==> src/rtl/ps2_host_transmitter_if.sv <==
// Host-side PS/2 transmitter bus: command handshake plus the open-drain
// pin view (KClock/KData in) and pull-low enables (KClockDrive/KDataDrive out).
interface ps2_host_transmitter_if;
    logic [7:0] TxData;
    logic       TxStart;
    logic       KClock;
    logic       KData;
    logic       KClockDrive;
    logic       KDataDrive;
    logic       TxBusy;
    logic       TxDone;
    logic       TxError;

    // Environment side: issues commands and presents the pin levels.
    modport master (
        output TxData, TxStart, KClock, KData,
        input  KClockDrive, KDataDrive, TxBusy, TxDone, TxError
    );

    // Transmitter side.
    modport slave (
        input  TxData, TxStart, KClock, KData,
        output KClockDrive, KDataDrive, TxBusy, TxDone, TxError
    );
endinterface

==> src/rtl/ps2_host_transmitter.sv <==
// PS/2 host-to-device transmitter: inhibit, request-to-send, 11 device-clocked
// bits (D0..D7, odd parity, stop), device ACK, bus release.
// Optional macro PS2_TX_ACK_CHECK_EN: a NACK on the ACK bit ends in TxError
// instead of TxDone. Requires INHIBIT_CYCLES >= 2.
module ps2_host_transmitter #(
    parameter int unsigned INHIBIT_CYCLES = 12000,
    parameter int unsigned START_TIMEOUT  = 1500000,
    parameter int unsigned BIT_TIMEOUT    = 200000
) (
    input  logic                  Clock,
    input  logic                  Reset,
    ps2_host_transmitter_if.slave bus
);

    localparam int unsigned MAX_A = (INHIBIT_CYCLES > START_TIMEOUT) ? INHIBIT_CYCLES : START_TIMEOUT;
    localparam int unsigned MAX_T = (MAX_A > BIT_TIMEOUT) ? MAX_A : BIT_TIMEOUT;
    localparam int unsigned CNT_W = $clog2(MAX_T + 1);

    // KDataDrive is raised one cycle before KClockDrive drops, so the inhibit
    // terminal count is two short of the full period.
    localparam logic [CNT_W-1:0] INH_LAST   = CNT_W'(INHIBIT_CYCLES - 2);
    localparam logic [CNT_W-1:0] START_LAST = CNT_W'(START_TIMEOUT - 1);
    localparam logic [CNT_W-1:0] BIT_LAST   = CNT_W'(BIT_TIMEOUT - 1);

    typedef enum logic [2:0] {
        S_IDLE,
        S_INHIBIT,
        S_RTS,
        S_REQ,
        S_SEND,
        S_ACK,
        S_WAIT_REL,
        S_ERROR
    } state_t;

    state_t           state_q, state_d;
    logic [CNT_W-1:0] cnt_q, cnt_d;
    logic [CNT_W-1:0] cnt_inc;
    logic [3:0]       bit_q, bit_d;
    logic [9:0]       frame_q, frame_d;
    logic             kclk_drv_q, kclk_drv_d;
    logic             kdat_drv_q, kdat_drv_d;
    logic             done_q, done_d;
    logic             err_q, err_d;

    logic             kclk_s1_q, kclk_s2_q, kclk_prev_q;
    logic             kdat_s1_q, kdat_s2_q;
    logic             kclk_fall;

    assign kclk_fall = kclk_prev_q & ~kclk_s2_q;
    assign cnt_inc   = (cnt_q == '1) ? cnt_q : cnt_q + CNT_W'(1);

    assign bus.KClockDrive = kclk_drv_q;
    assign bus.KDataDrive  = kdat_drv_q;
    assign bus.TxBusy      = (state_q != S_IDLE);
    assign bus.TxDone      = done_q;
    assign bus.TxError     = err_q;

    // State, counters, drives and pin synchronizers.
    always_ff @(posedge Clock) begin
        if (Reset) begin
            state_q     <= S_IDLE;
            cnt_q       <= '0;
            bit_q       <= '0;
            frame_q     <= '0;
            kclk_drv_q  <= 1'b0;
            kdat_drv_q  <= 1'b0;
            done_q      <= 1'b0;
            err_q       <= 1'b0;
            kclk_s1_q   <= 1'b1;
            kclk_s2_q   <= 1'b1;
            kclk_prev_q <= 1'b1;
            kdat_s1_q   <= 1'b1;
            kdat_s2_q   <= 1'b1;
        end else begin
            state_q     <= state_d;
            cnt_q       <= cnt_d;
            bit_q       <= bit_d;
            frame_q     <= frame_d;
            kclk_drv_q  <= kclk_drv_d;
            kdat_drv_q  <= kdat_drv_d;
            done_q      <= done_d;
            err_q       <= err_d;
            kclk_s1_q   <= bus.KClock;
            kclk_s2_q   <= kclk_s1_q;
            kclk_prev_q <= kclk_s2_q;
            kdat_s1_q   <= bus.KData;
            kdat_s2_q   <= kdat_s1_q;
        end
    end

    // Next-state and registered-output decode.
    always_comb begin
        state_d    = state_q;
        cnt_d      = cnt_inc;
        bit_d      = bit_q;
        frame_d    = frame_q;
        kclk_drv_d = kclk_drv_q;
        kdat_drv_d = kdat_drv_q;
        done_d     = 1'b0;
        err_d      = 1'b0;

        case (state_q)
            S_IDLE: begin
                cnt_d = '0;
                if (bus.TxStart) begin
                    frame_d    = {1'b1, ~(^bus.TxData), bus.TxData};
                    bit_d      = '0;
                    kclk_drv_d = 1'b1;
                    state_d    = S_INHIBIT;
                end
            end

            S_INHIBIT: begin
                if (cnt_q == INH_LAST) begin
                    kdat_drv_d = 1'b1;
                    state_d    = S_RTS;
                end
            end

            S_RTS: begin
                kclk_drv_d = 1'b0;
                cnt_d      = '0;
                state_d    = S_REQ;
            end

            S_REQ: begin
                if (kclk_fall) begin
                    kdat_drv_d = ~frame_q[0];
                    bit_d      = 4'd1;
                    cnt_d      = '0;
                    state_d    = S_SEND;
                end else if (cnt_q == START_LAST) begin
                    kclk_drv_d = 1'b0;
                    kdat_drv_d = 1'b0;
                    err_d      = 1'b1;
                    state_d    = S_ERROR;
                end
            end

            S_SEND: begin
                if (kclk_fall) begin
                    kdat_drv_d = ~frame_q[bit_q];
                    bit_d      = bit_q + 4'd1;
                    cnt_d      = '0;
                    if (bit_q == 4'd9) begin
                        state_d = S_ACK;
                    end
                end else if (cnt_q == BIT_LAST) begin
                    kclk_drv_d = 1'b0;
                    kdat_drv_d = 1'b0;
                    err_d      = 1'b1;
                    state_d    = S_ERROR;
                end
            end

            S_ACK: begin
                if (kclk_fall) begin
                    cnt_d   = '0;
`ifdef PS2_TX_ACK_CHECK_EN
                    if (kdat_s2_q) begin
                        err_d   = 1'b1;
                        state_d = S_ERROR;
                    end else begin
                        state_d = S_WAIT_REL;
                    end
`else
                    state_d = S_WAIT_REL;
`endif
                end else if (cnt_q == BIT_LAST) begin
                    kclk_drv_d = 1'b0;
                    kdat_drv_d = 1'b0;
                    err_d      = 1'b1;
                    state_d    = S_ERROR;
                end
            end

            S_WAIT_REL: begin
                if (kclk_s2_q && kdat_s2_q) begin
                    done_d  = 1'b1;
                    state_d = S_IDLE;
                end else if (cnt_q == BIT_LAST) begin
                    kclk_drv_d = 1'b0;
                    kdat_drv_d = 1'b0;
                    err_d      = 1'b1;
                    state_d    = S_ERROR;
                end
            end

            S_ERROR: begin
                kclk_drv_d = 1'b0;
                kdat_drv_d = 1'b0;
                state_d    = S_IDLE;
            end

            default: begin
                kclk_drv_d = 1'b0;
                kdat_drv_d = 1'b0;
                state_d    = S_IDLE;
            end
        endcase
    end

endmodule
==> src/flat_wrapper.sv <==
// flat-port wrapper written by rule: the top's interface ports become plain ports
module ps2_host_transmitter_flat 
#(
    parameter int unsigned INHIBIT_CYCLES = 12000,
    parameter int unsigned START_TIMEOUT  = 1500000,
    parameter int unsigned BIT_TIMEOUT    = 200000
)
  (Clock, Reset, bus_TxData, bus_TxStart, bus_KClock, bus_KData, bus_KClockDrive, bus_KDataDrive, bus_TxBusy, bus_TxDone, bus_TxError);
  ps2_host_transmitter_if bus_i ();
  input  logic Clock;
  input  logic Reset;
  input wire logic [$bits(bus_i.TxData)-1:0] bus_TxData;
  input wire logic [$bits(bus_i.TxStart)-1:0] bus_TxStart;
  input wire logic [$bits(bus_i.KClock)-1:0] bus_KClock;
  input wire logic [$bits(bus_i.KData)-1:0] bus_KData;
  output wire logic [$bits(bus_i.KClockDrive)-1:0] bus_KClockDrive;
  output wire logic [$bits(bus_i.KDataDrive)-1:0] bus_KDataDrive;
  output wire logic [$bits(bus_i.TxBusy)-1:0] bus_TxBusy;
  output wire logic [$bits(bus_i.TxDone)-1:0] bus_TxDone;
  output wire logic [$bits(bus_i.TxError)-1:0] bus_TxError;
  assign bus_i.TxData = bus_TxData;
  assign bus_i.TxStart = bus_TxStart;
  assign bus_i.KClock = bus_KClock;
  assign bus_i.KData = bus_KData;
  assign bus_KClockDrive = bus_i.KClockDrive;
  assign bus_KDataDrive = bus_i.KDataDrive;
  assign bus_TxBusy = bus_i.TxBusy;
  assign bus_TxDone = bus_i.TxDone;
  assign bus_TxError = bus_i.TxError;
  ps2_host_transmitter #(.INHIBIT_CYCLES(INHIBIT_CYCLES), .START_TIMEOUT(START_TIMEOUT), .BIT_TIMEOUT(BIT_TIMEOUT)) u_core (.Clock(Clock), .Reset(Reset), .bus(bus_i));
endmodule
==> config.mk <==
export PLATFORM = sky130hd
export DESIGN_NAME = ps2_host_transmitter_flat
export DESIGN_NICKNAME = d
export VERILOG_FILES = /design/src/rtl/ps2_host_transmitter_if.sv /design/src/rtl/ps2_host_transmitter.sv /design/src/flat_wrapper.sv
export SDC_FILE = /design/constraint.sdc
export NUM_CORES = 1
export LEC_CHECK = 0
export CAP_MARGIN = 20
export CORE_ASPECT_RATIO = 0.7
export CORE_MARGIN = 1
export CORE_UTILIZATION = 55
export DETAILED_ROUTE_END_ITERATION = 16
export GPL_TIMING_DRIVEN = 0
export PLACE_DENSITY_LB_ADDON = 0.08
export SYNTH_ARGS = -nofsm -noshare
export SYNTH_HDL_FRONTEND = slang
export SYNTH_SLANG_ARGS = --single-unit
==> constraint.sdc <==
create_clock -name Clock -period 2.85 [get_ports Clock]
set_input_delay 0.4275 -clock Clock [delete_from_list [all_inputs] [get_ports Clock]]
set_output_delay 0.4275 -clock Clock [all_outputs]
set_load 0.03 [all_outputs]
==> run_results.csv, run 1 <==
group,metric,value,unit
die,fp.dieH,58.97,µm
timing,finalHoldViolCount,0,
clock_network,numCtsBuffers,5,
critical_path,crit_slowest_cell,"clkdlybuf4s50_1",
synthesis,yosys-top-cells-count,"47 x dfxtp_1, 39 x nand2_1, 29 x nor2_1",
synthesis,netlist_instances,312,
synthesis,yosysUniqueCellTypes,54,
drt,via_count,2427,
critical_path,critPathCaptureType,"output port",
critical_path,critPathKind,"flip-flop to output port",
synthesis,ys_seq_area_share,36.90,%
clock_network,post_cts_buffers,0,
global_route,overflow,0,
power,peakVddDrop,0.3538,mV
drt,drt-initial-drc-count,201,
worst_hold_path,min_path_type,"flip-flop to flip-flop",
timing,setup_tns,0,ps
drt,viasPerCell,6.191,
global_route,grt_pass1_vias,2054,
clock_network,root_buffer,"clkbuf_8",
timing,skew,5.804,ps
synthesis,yosysMostFrequentCell,"dfxtp_1",
critical_path,arrival,2020,ps
global_route,grt_pass1_wl,10.12,mm
placement,dpl_cell_area,2789,µm²
placement,gp_congestion,0.9262,
synthesis,synth_seq_cells,47,
timing,drv_slew,0,
placement,dp_hpwl,4.444,mm
placement,port_buffers,17,
clock_network,clock-sinks,47,
die,chipWidth,83.39,µm
run_status,status,"finished, final reports clean",
drt,totalWireLength,6.085,mm
global_route,antenna_found_initial,0,
clock_network,clk_pin_slew_worst_paths,90,ps
clock_network,cts_max_level,2,
clock_network,ctsHoldBuffers,0,
cells_and_area,antenna_cells,0,
cells_and_area,syn_to_final_growth,14.13,%
synthesis,netlist_area,2550,µm²
global_route,grt_use_total,26.52,%
die,dieArea,4917,µm²
synthesis,yosys-top-cells-area,"dfxtp_1 37%, nand2_1 5.7%, xnor2_1 5.5%",
critical_path,crit_path_max_incr_delay,670,ps
synthesis,synth_area_per_cell,8.173,µm²
cells_and_area,drive_above_1_share,8.309,%
critical_path,critPathMaxFanout,10,
synthesis,async_reset_ff_share,0,%
power,pwr_density_cell,666.8,nW/µm²
global_route,grt_start_max_net_pins,16,
synthesis,synth_top_area_share,36.90,%
drt,first_pass_iters,4,
timing,grt_setup_unrepaired,"no",
clock_network,clk_path_buf_depth,2,
timing,clock.fmax,0.4089,GHz
timing,setup_viol,0,
timing,worst-slew-pin-transition,675.0,ps
clock_network,cts-resized-gates,0,
synthesis,yosys.area.top_type,"dfxtp_1",
cells_and_area,nNetsFinal,353,
power,leakage,0.9341,nW
die,start_util,57.90,%
drt,drcViolationCount,0,
cells_and_area,finish.instance_area,2910,µm²
drt,detail-route-antenna-nets,0,
timing,min_period_over_period,85.82,%
synthesis,synth-edff-count,0,
die,ios,18,
synthesis,synth_flop_cell,"dfxtp_1",
critical_path,path_cells,"clkbuf_1 -> nor3_1 -> inv_1 -> clkdlybuf4s50_1",
synthesis,yosys_warnings,0,
critical_path,startpoint_type,"flip-flop",
synthesis,synth_nets,329,
clock_network,cts_tree,"done",
clock_network,clk_latency,310,ps
die,core,4404,µm²
timing,fin_crit,2446,ps
drt,avgRoutedWirePerCell,15.52,µm
die,row_count,20,
run,maxCapViolations,0,
timing,slew_headroom,54.83,%
critical_path,crit_required,2420,ps
## cells by family after synthesis
group | after synthesis | synth area share, %
multiplexers | 5 | 2.993
AO/OA/AOI/OAI | 72 | 18.30
AND/OR/NAND/NOR | 141 | 29.49
XOR/XNOR | 18 | 6.182
buffers and inverters | 25 | 4.171
adder cells (fa/ha/maj) | 4 | 1.963
flip-flops | 47 | 36.90
## final timing paths
check                           slack (ps)               from  cells after the start                to
worst max-delay path                   400  u_core.state_q[1]                      4        bus_TxBusy
worst min-delay path                   420   u_core.kdat_s1_q                      1  u_core.kdat_s2_q
worst max register to register         550    u_core.cnt_q[0]                      8  u_core.cnt_q[11]
worst min register to register         420   u_core.kdat_s1_q                      1  u_core.kdat_s2_q
## state kept, by name, summed over array words and instances (netlist names)
signal                  cells
u_core.state_q              3
u_core.frame_q             10
u_core.cnt_q               21
u_core.kdat_s2_q            1
u_core.kdat_s1_q            1
u_core.bus.TxDone           1
u_core.bus.TxError          1
u_core.kclk_s2_q            1
u_core.bus.KDataDrive       1
u_core.kclk_prev_q          1
u_core.bus.KClockDrive      1
u_core.kclk_s1_q            1
u_core.bit_q                4
## through the flow
stage          hold WS, ps  utilization, %  total power, mW  instances  setup WS [ps]
2_1_floorplan        389.5               -            1.233        312          824.8
5_1_grt              445.5           66.08            2.049        392          223.4
4_1_cts              419.1           66.08            1.935        392          427.1
6_report             417.8           66.08            1.941        392          404.3
3_3_place_gp         392.0           63.32            1.412        384          599.3
3_5_place_dp         397.6           63.32            1.413        384          586.5
## power breakdown
part           leakage [nW]  internal [mW]  total (mW)  switching, mW
registers             0.382          0.729       0.790         0.0616
clock network        0.0618          0.289       0.527          0.238
logic                 0.490          0.235       0.624          0.389
## area by class of cell
class	instances	area (µm²)
plain buffers	18	80.08
fillers	414	1494
inverters	7	26.28
repair buffers	17	170.2
clock inverters	2	38.79
well taps	55	68.82
flip-flops and latches	47	940.9
clock buffers	6	82.58
multi-input cells	240	1503
## layer usage
metal  vias up  routed length, µm  GRT usage, %
li1       1184                  -             -
met1      1116               3223         42.26
met2       119               2196         34.31
met3         8                569         5.432
met4         0                 95         9.606
met5         -                  0             0
## placed cells by master (no fill, tap or decap), types with 5 or more instances in the layout
master	instances
nand2_1	39
nor2_1	29
nand4_1	5
clkbuf_8	6
nand3_1	13
or3_1	7
a31oi_1	5
a211oi_1	10
nor3_1	5
o21ai_0	8
inv_1	7
or4_1	5
clkdlybuf4s50_1	17
clkbuf_1	10
xnor2_1	16
nand3b_1	7
or2_2	6
a21oi_1	27
dfxtp_1	47
o31ai_1	5
## worst max-delay path: cells and delay by family, from the launching register on
family        cells  cell delay, ps
flops             1             390
simple gates      1             170
buf+inv           3            1150
No activity file was read; power rests on OpenSTA's default activity.
==> inputs of run 2 (changes only) <==
--- a/config.mk
+++ b/config.mk
@@ -11,6 +11,7 @@
 export CORE_UTILIZATION = 55
 export DETAILED_ROUTE_END_ITERATION = 16
 export GPL_TIMING_DRIVEN = 0
+export HOLD_SLACK_MARGIN = 0.15
 export PLACE_DENSITY_LB_ADDON = 0.08
 export SYNTH_ARGS = -nofsm -noshare
 export SYNTH_HDL_FRONTEND = slang
==> results of run 2 <==
Same layout as run 1: the final DEF is identical, and so are final timing and power.
